File: src/rtl/axil_multi_adder.sv
// AXI4-Lite slave with NUM_CH add/sub channels (OPA, OPB, CTRL, RESULT) and sticky carry/borrow status.
// Independent registered write and read handshakes; the result is committed on the CTRL write handshake edge.
module axil_multi_adder #(
    parameter int NUM_CH     = 4,
    parameter int DATA_WIDTH = 32,
    parameter int ADDR_WIDTH = 8
) (
    input  logic                    s1_axi_aclk,
    input  logic                    s1_axi_aresetn,
    input  logic [ADDR_WIDTH-1:0]   s1_axi_awaddr,
    input  logic                    s1_axi_awvalid,
    output logic                    s1_axi_awready,
    input  logic [DATA_WIDTH-1:0]   s1_axi_wdata,
    input  logic [DATA_WIDTH/8-1:0] s1_axi_wstrb,
    input  logic                    s1_axi_wvalid,
    output logic                    s1_axi_wready,
    output logic [1:0]              s1_axi_bresp,
    output logic                    s1_axi_bvalid,
    input  logic                    s1_axi_bready,
    input  logic [ADDR_WIDTH-1:0]   s1_axi_araddr,
    input  logic                    s1_axi_arvalid,
    output logic                    s1_axi_arready,
    output logic [DATA_WIDTH-1:0]   s1_axi_rdata,
    output logic [1:0]              s1_axi_rresp,
    output logic                    s1_axi_rvalid,
    input  logic                    s1_axi_rready
);
    localparam int          NB      = DATA_WIDTH / 8;
    localparam logic [31:0] ID_WORD = {16'hADD2, 16'(NUM_CH)};

    typedef enum logic {W_IDLE, W_RESP} wstate_e;
    typedef enum logic {R_IDLE, R_DATA} rstate_e;

    wstate_e wstate_q, wstate_d;
    rstate_e rstate_q, rstate_d;
    logic awready_q, awready_d, bvalid_q, bvalid_d, arready_q, arready_d, rvalid_q, rvalid_d;
    logic [1:0] bresp_q, bresp_d, rresp_q, rresp_d;
    logic [DATA_WIDTH-1:0] rdata_q, rdata_d;

    logic [NUM_CH-1:0][DATA_WIDTH-1:0] opa_q, opa_d, opb_q, opb_d, res_q, res_d;
    logic [NUM_CH-1:0][1:0]            ctrl_q, ctrl_d;
    logic [NUM_CH-1:0]                 status_q, status_d, sts_set, sts_clr;

    logic [DATA_WIDTH-1:0] wmask, x, y, rd_val;
    logic [DATA_WIDTH:0]   sum;
    logic [3:0]            wch, rch;
    logic [1:0]            woff, roff;
    logic                  w_err, r_err;
    logic                  addr_lsb_unused;

    assign wch  = s1_axi_awaddr[7:4];
    assign woff = s1_axi_awaddr[3:2];
    assign rch  = s1_axi_araddr[7:4];
    assign roff = s1_axi_araddr[3:2];
    assign addr_lsb_unused = ^{s1_axi_awaddr[1:0], s1_axi_araddr[1:0]};

    always_comb begin
        for (int b = 0; b < NB; b++) wmask[8*b +: 8] = {8{s1_axi_wstrb[b]}};
    end

    always_comb begin : wr_path
        wstate_d  = wstate_q;
        awready_d = 1'b0;
        bvalid_d  = bvalid_q;
        bresp_d   = bresp_q;
        opa_d     = opa_q;
        opb_d     = opb_q;
        ctrl_d    = ctrl_q;
        res_d     = res_q;
        sts_set   = '0;
        sts_clr   = '0;
        w_err     = 1'b1;
        x         = '0;
        y         = '0;
        sum       = '0;
        case (wstate_q)
            W_IDLE: begin
                if (awready_q) begin
                    if (s1_axi_awvalid && s1_axi_wvalid) begin
                        for (int i = 0; i < NUM_CH; i++) begin
                            if (wch == 4'(i)) begin
                                w_err = 1'b0;
                                case (woff)
                                    2'd0: opa_d[i] = (opa_q[i] & ~wmask) | (s1_axi_wdata & wmask);
                                    2'd1: opb_d[i] = (opb_q[i] & ~wmask) | (s1_axi_wdata & wmask);
                                    2'd2: if (s1_axi_wstrb[0]) begin
                                        ctrl_d[i] = s1_axi_wdata[1:0];
                                        // GO acts on the mode bits carried by this very write
                                        if (s1_axi_wdata[2]) begin
                                            x   = s1_axi_wdata[1] ? res_q[i] : opa_q[i];
                                            y   = s1_axi_wdata[1] ? opa_q[i] : opb_q[i];
                                            sum = s1_axi_wdata[0] ? {1'b0, x} - {1'b0, y}
                                                                  : {1'b0, x} + {1'b0, y};
                                            res_d[i]   = sum[DATA_WIDTH-1:0];
                                            sts_set[i] = sum[DATA_WIDTH];
                                        end
                                    end
                                    default: w_err = 1'b1;
                                endcase
                            end
                        end
                        if (s1_axi_awaddr[7:2] == 6'h3C) begin
                            w_err   = 1'b0;
                            sts_clr = s1_axi_wdata[NUM_CH-1:0] & wmask[NUM_CH-1:0];
                        end
                        if (w_err) begin
                            opa_d = opa_q; opb_d = opb_q; ctrl_d = ctrl_q; res_d = res_q;
                        end
                        bvalid_d = 1'b1;
                        bresp_d  = w_err ? 2'b10 : 2'b00;
                        wstate_d = W_RESP;
                    end
                end else if (s1_axi_awvalid && s1_axi_wvalid) begin
                    awready_d = 1'b1;
                end
            end
            W_RESP: if (s1_axi_bready) begin
                bvalid_d = 1'b0;
                wstate_d = W_IDLE;
            end
        endcase
        // set beats clear on the same bit
        status_d = (status_q & ~sts_clr) | sts_set;
    end

    always_comb begin : rd_path
        rstate_d  = rstate_q;
        arready_d = 1'b0;
        rvalid_d  = rvalid_q;
        rdata_d   = rdata_q;
        rresp_d   = rresp_q;
        rd_val    = '0;
        r_err     = 1'b1;
        for (int i = 0; i < NUM_CH; i++) begin
            if (rch == 4'(i)) begin
                r_err = 1'b0;
                case (roff)
                    2'd0: rd_val = opa_q[i];
                    2'd1: rd_val = opb_q[i];
                    2'd2: rd_val = DATA_WIDTH'(ctrl_q[i]);
                    default: rd_val = res_q[i];
                endcase
            end
        end
        if (s1_axi_araddr[7:2] == 6'h3C) begin
            r_err  = 1'b0;
            rd_val = DATA_WIDTH'(status_q);
        end else if (s1_axi_araddr[7:2] == 6'h3D) begin
            r_err  = 1'b0;
            rd_val = DATA_WIDTH'(ID_WORD);
        end
        case (rstate_q)
            R_IDLE: begin
                if (arready_q) begin
                    if (s1_axi_arvalid) begin
                        rdata_d  = r_err ? '0 : rd_val;
                        rresp_d  = r_err ? 2'b10 : 2'b00;
                        rvalid_d = 1'b1;
                        rstate_d = R_DATA;
                    end
                end else if (s1_axi_arvalid) begin
                    arready_d = 1'b1;
                end
            end
            R_DATA: if (s1_axi_rready) begin
                rvalid_d = 1'b0;
                rstate_d = R_IDLE;
            end
        endcase
    end

    always_ff @(posedge s1_axi_aclk or negedge s1_axi_aresetn) begin
        if (!s1_axi_aresetn) begin
            wstate_q  <= W_IDLE;
            rstate_q  <= R_IDLE;
            awready_q <= 1'b0;
            bvalid_q  <= 1'b0;
            bresp_q   <= 2'b00;
            arready_q <= 1'b0;
            rvalid_q  <= 1'b0;
            rresp_q   <= 2'b00;
            rdata_q   <= '0;
            opa_q     <= '0;
            opb_q     <= '0;
            res_q     <= '0;
            ctrl_q    <= '0;
            status_q  <= '0;
        end else begin
            wstate_q  <= wstate_d;
            rstate_q  <= rstate_d;
            awready_q <= awready_d;
            bvalid_q  <= bvalid_d;
            bresp_q   <= bresp_d;
            arready_q <= arready_d;
            rvalid_q  <= rvalid_d;
            rresp_q   <= rresp_d;
            rdata_q   <= rdata_d;
            opa_q     <= opa_d;
            opb_q     <= opb_d;
            res_q     <= res_d;
            ctrl_q    <= ctrl_d;
            status_q  <= status_d;
        end
    end

    assign s1_axi_awready = awready_q;
    assign s1_axi_wready  = awready_q;
    assign s1_axi_bvalid  = bvalid_q;
    assign s1_axi_bresp   = bresp_q;
    assign s1_axi_arready = arready_q;
    assign s1_axi_rvalid  = rvalid_q;
    assign s1_axi_rdata   = rdata_q;
    assign s1_axi_rresp   = rresp_q;
endmodule

File: config.mk
export PLATFORM = sky130hd
export DESIGN_NAME = axil_multi_adder
export DESIGN_NICKNAME = d
export VERILOG_FILES = /design/src/rtl/axil_multi_adder.sv
export SDC_FILE = /design/constraint.sdc
export NUM_CORES = 1
export LEC_CHECK = 0
export ABC_CLOCK_PERIOD_IN_PS = 5000
export CAP_MARGIN = 20
export CORE_ASPECT_RATIO = 1.4
export CORE_UTILIZATION = 55
export DETAILED_ROUTE_END_ITERATION = 10
export GPL_TIMING_DRIVEN = 0
export PLACE_DENSITY = 0.73
export SYNTH_ARGS = -nofsm -noshare
export SYNTH_HDL_FRONTEND = slang
export SYNTH_SLANG_ARGS = --single-unit
File: constraint.sdc
create_clock -name s1_axi_aclk -period 5 [get_ports s1_axi_aclk]
set_input_delay 1 -clock s1_axi_aclk [delete_from_list [all_inputs] [get_ports s1_axi_aclk]]
set_output_delay 1 -clock s1_axi_aclk [all_outputs]
set_load 0.005 [all_outputs]
==> impl_metrics.ini <==
[run_status]
status = finished, final reports clean

[pwr]
total_power_mw = 9.24
ir_worst_vdd_uv = 248
p_leak_nw = 17.4
power.density_mw_per_mm2 = 239

[sta]
skew_ps = 34.4
setup_ws_ps = 36.6
setup_violations = 0
final.setup.tns_ps = 0
worst_pin_slew_ps = 1190
period_share_pct = 99.3
hold_violations = 0
finalMaxSlewViolations = 0
layout_min_cycle_time_ps = 4960
fmax_mhz = 201
maxSlewHeadroom_pct = 20.4
rsz0062_at_grt = true

[floorplanning]
rows = 105
start_util_pct = 55.5
io_pins = 100
coreArea_mm2 = 0.0585
dieArea_mm2 = 0.0600
die_x_um = 207
die_y_um = 289

[global_routing]
antenna_found_initial = 11
grt_pass1_vias = 30200
grt.overflow.total = 0
grt-busiest-layer = met2
grt_use_met3_pct = 11.6
grtUsageMet2_pct = 71.4
grt_util_all_layers_pct = 46.8
grt_max_degree = 119
met1_usage_pct = 53.8
grt_pass1_wl_um = 203000

[worst_setup_path]
worstPathRequired_ps = 5490
worstSetupEndpointType = flip-flop
startpoint_type = input pin
crit_fanout = 10
cp.arrival_ps = 5450
ff2ff_path_depth = 16
critical_path_class = in2reg

[placement]
place_hpwl_um = 104000
placed_cell_area_mm2 = 0.0348
place_ws_ps = -3490
io_buffers = 86
place_congestion = 1.02

[finish]
fin_util_pct = 66.1
post_route_cells_drive_above_1_share_pct = 22.0
final_area_mm2 = 0.0386
final_nets = 3964
syn2layout_area_growth_pct = 19.1

[synth]
seq_area_frac_synth_pct = 33.6
ys_ff_latch = 436
ys.flop_type = dfrtp_1
synth-edff-count = 0
netlist_area_mm2 = 0.0324
synth-async-reset-ratio_pct = 100
synth_cells = 3514
synth.distinct_cells = 92
yosysWarnings = 0
synth.avg_cell_area_um2 = 9.23

[cts]
cts_buffers = 48
clock_sinks = 436
tritoncts = built
cts_buffer_depth = 3
cts_hold_buf = 0
clkLatencyLatePin_ps = 640
clk_pin_slew_ps = 60
cts-htree-levels = 2
root_buffer = clkbuf_16

[detailed_routing]
first_iter_violations = 3866
wl_per_cell_um = 31.1
dr_total_vias = 31200
dr.pass1.iters = 6
totalWireLength_um = 142000
vias_per_cell = 6.85
drcViolationCount = 0
ant_nets = 0

[min_path]
hold_path.class = in2async

[job]
maxCapViolCount = 0
routing by layer:
layer | wire (um) | up-vias
met5 | 12 | -
met4 | 15800 | 2
met3 | 14600 | 675
met2 | 61400 | 2108
met1 | 50300 | 15100
li1 | - | 13400
area by class of cell:
type                    instances  area [um^2]
multi-input cells            2834        21700
fillers                      4855        19800
flip-flops and latches        436        10900
repair buffers                214         2100
clock buffers                  70         1370
plain buffers                 172         1070
well taps                     749          937
clock inverters                17          244
inverters                      63          244
diodes                          7         17.5
metrics by stage:
step                      cells  hold slack (ps)
after floorplan            3515              432
after global placement     4350              449
after detailed placement   4363              454
after CTS                  4542              329
after global routing       4555              362
final                      4562              307
logic make-up after synthesis:
| family | count (synthesis) | share of synthesized area, % |
|---|---|---|
| other | 1 | 0.0116 |
| AOI/OAI and AO/OA | 980 | 18.7 |
| buffers and inverters | 245 | 3.24 |
| and+or+nand+nor | 923 | 13.6 |
| DFF | 436 | 33.6 |
| muxes | 578 | 19.7 |
| adders and majority gates | 136 | 5.34 |
| xor gates and xnor gates | 215 | 5.80 |
cells in the mapped netlist (30+ instances only):
library cell / n / area [um^2]
a21o_1: 56 / 420
a21oi_1: 253 / 1270
a31oi_1: 32 / 200
buf_2: 30 / 150
clkbuf_1: 118 / 443
dfrtp_1: 436 / 10900
ha_1: 132 / 1650
inv_1: 61 / 229
mux2_2: 370 / 4170
mux2i_1: 196 / 1960
nand2_1: 362 / 1360
nand2b_1: 68 / 425
nand3_1: 34 / 170
nor2_1: 220 / 826
nor3_1: 77 / 385
o21ai_0: 327 / 1640
o22ai_1: 30 / 188
o31ai_1: 37 / 278
xnor2_1: 99 / 867
xor2_1: 116 / 1020
layout by cell type, fill, tap and decap left out, types with 30 or more instances in the layout:
master / instances
mux2_2: 370
o31ai_1: 31
o21ai_0: 306
nand2_1: 360
a31oi_1: 30
a21o_1: 56
ha_1: 111
inv_1: 59
nor2_1: 214
clkdlybuf4s50_1: 83
nor3_1: 68
buf_4: 106
xnor2_1: 96
mux2i_1: 189
xor2_1: 113
clkbuf_1: 110
nand2b_1: 68
dfrtp_1: 436
o22ai_1: 30
a21oi_1: 228
clkbuf_16: 48
timing repair:
action                                  in CTS  in global routing
pin swaps                                  110                 52
gates resized for setup                    262                 73
endpoints found under the setup margin     114                 61
buffers inserted                            96                 18
worst paths after layout:
check,startpoint,slack [ps],endpoint
max,s1_axi_wdata[1],40,res_q[95]
min reg2reg,s1_axi_arready,460,s1_axi_arready
max in group asynchronous,s1_axi_aresetn,2400,res_q[73]
max reg2reg,flip-flop,510,res_q[31]
min,s1_axi_aresetn,310,res_q[58]
min in group s1_axi_aclk,s1_axi_arready,460,s1_axi_arready
power breakdown:
part           internal [mW]  switching [mW]  total (mW)
Combinational          0.667            1.15        1.82
Sequential              3.57          0.0359        3.60
Clock                   2.17            1.64        3.81
Total                   6.41            2.83        9.24
critical path, cell delays in order:
cell and delay (ps):
buf_12 100, buf_4 220, buf_12 160, buf_12 170
buf_8 230, buf_12 240, mux2i_4 280, and3_4 270
buf_4 140, a21oi_1 70, xor2_1 200, ha_1 330
nand4_1 150, buf_6 170, nor4_4 420, a32oi_4 180
a311oi_4 460, a221o_1 300, a221oi_2 80, xor2_1 180
o21ai_1 70
No activity file was read; power rests on OpenSTA's default activity.
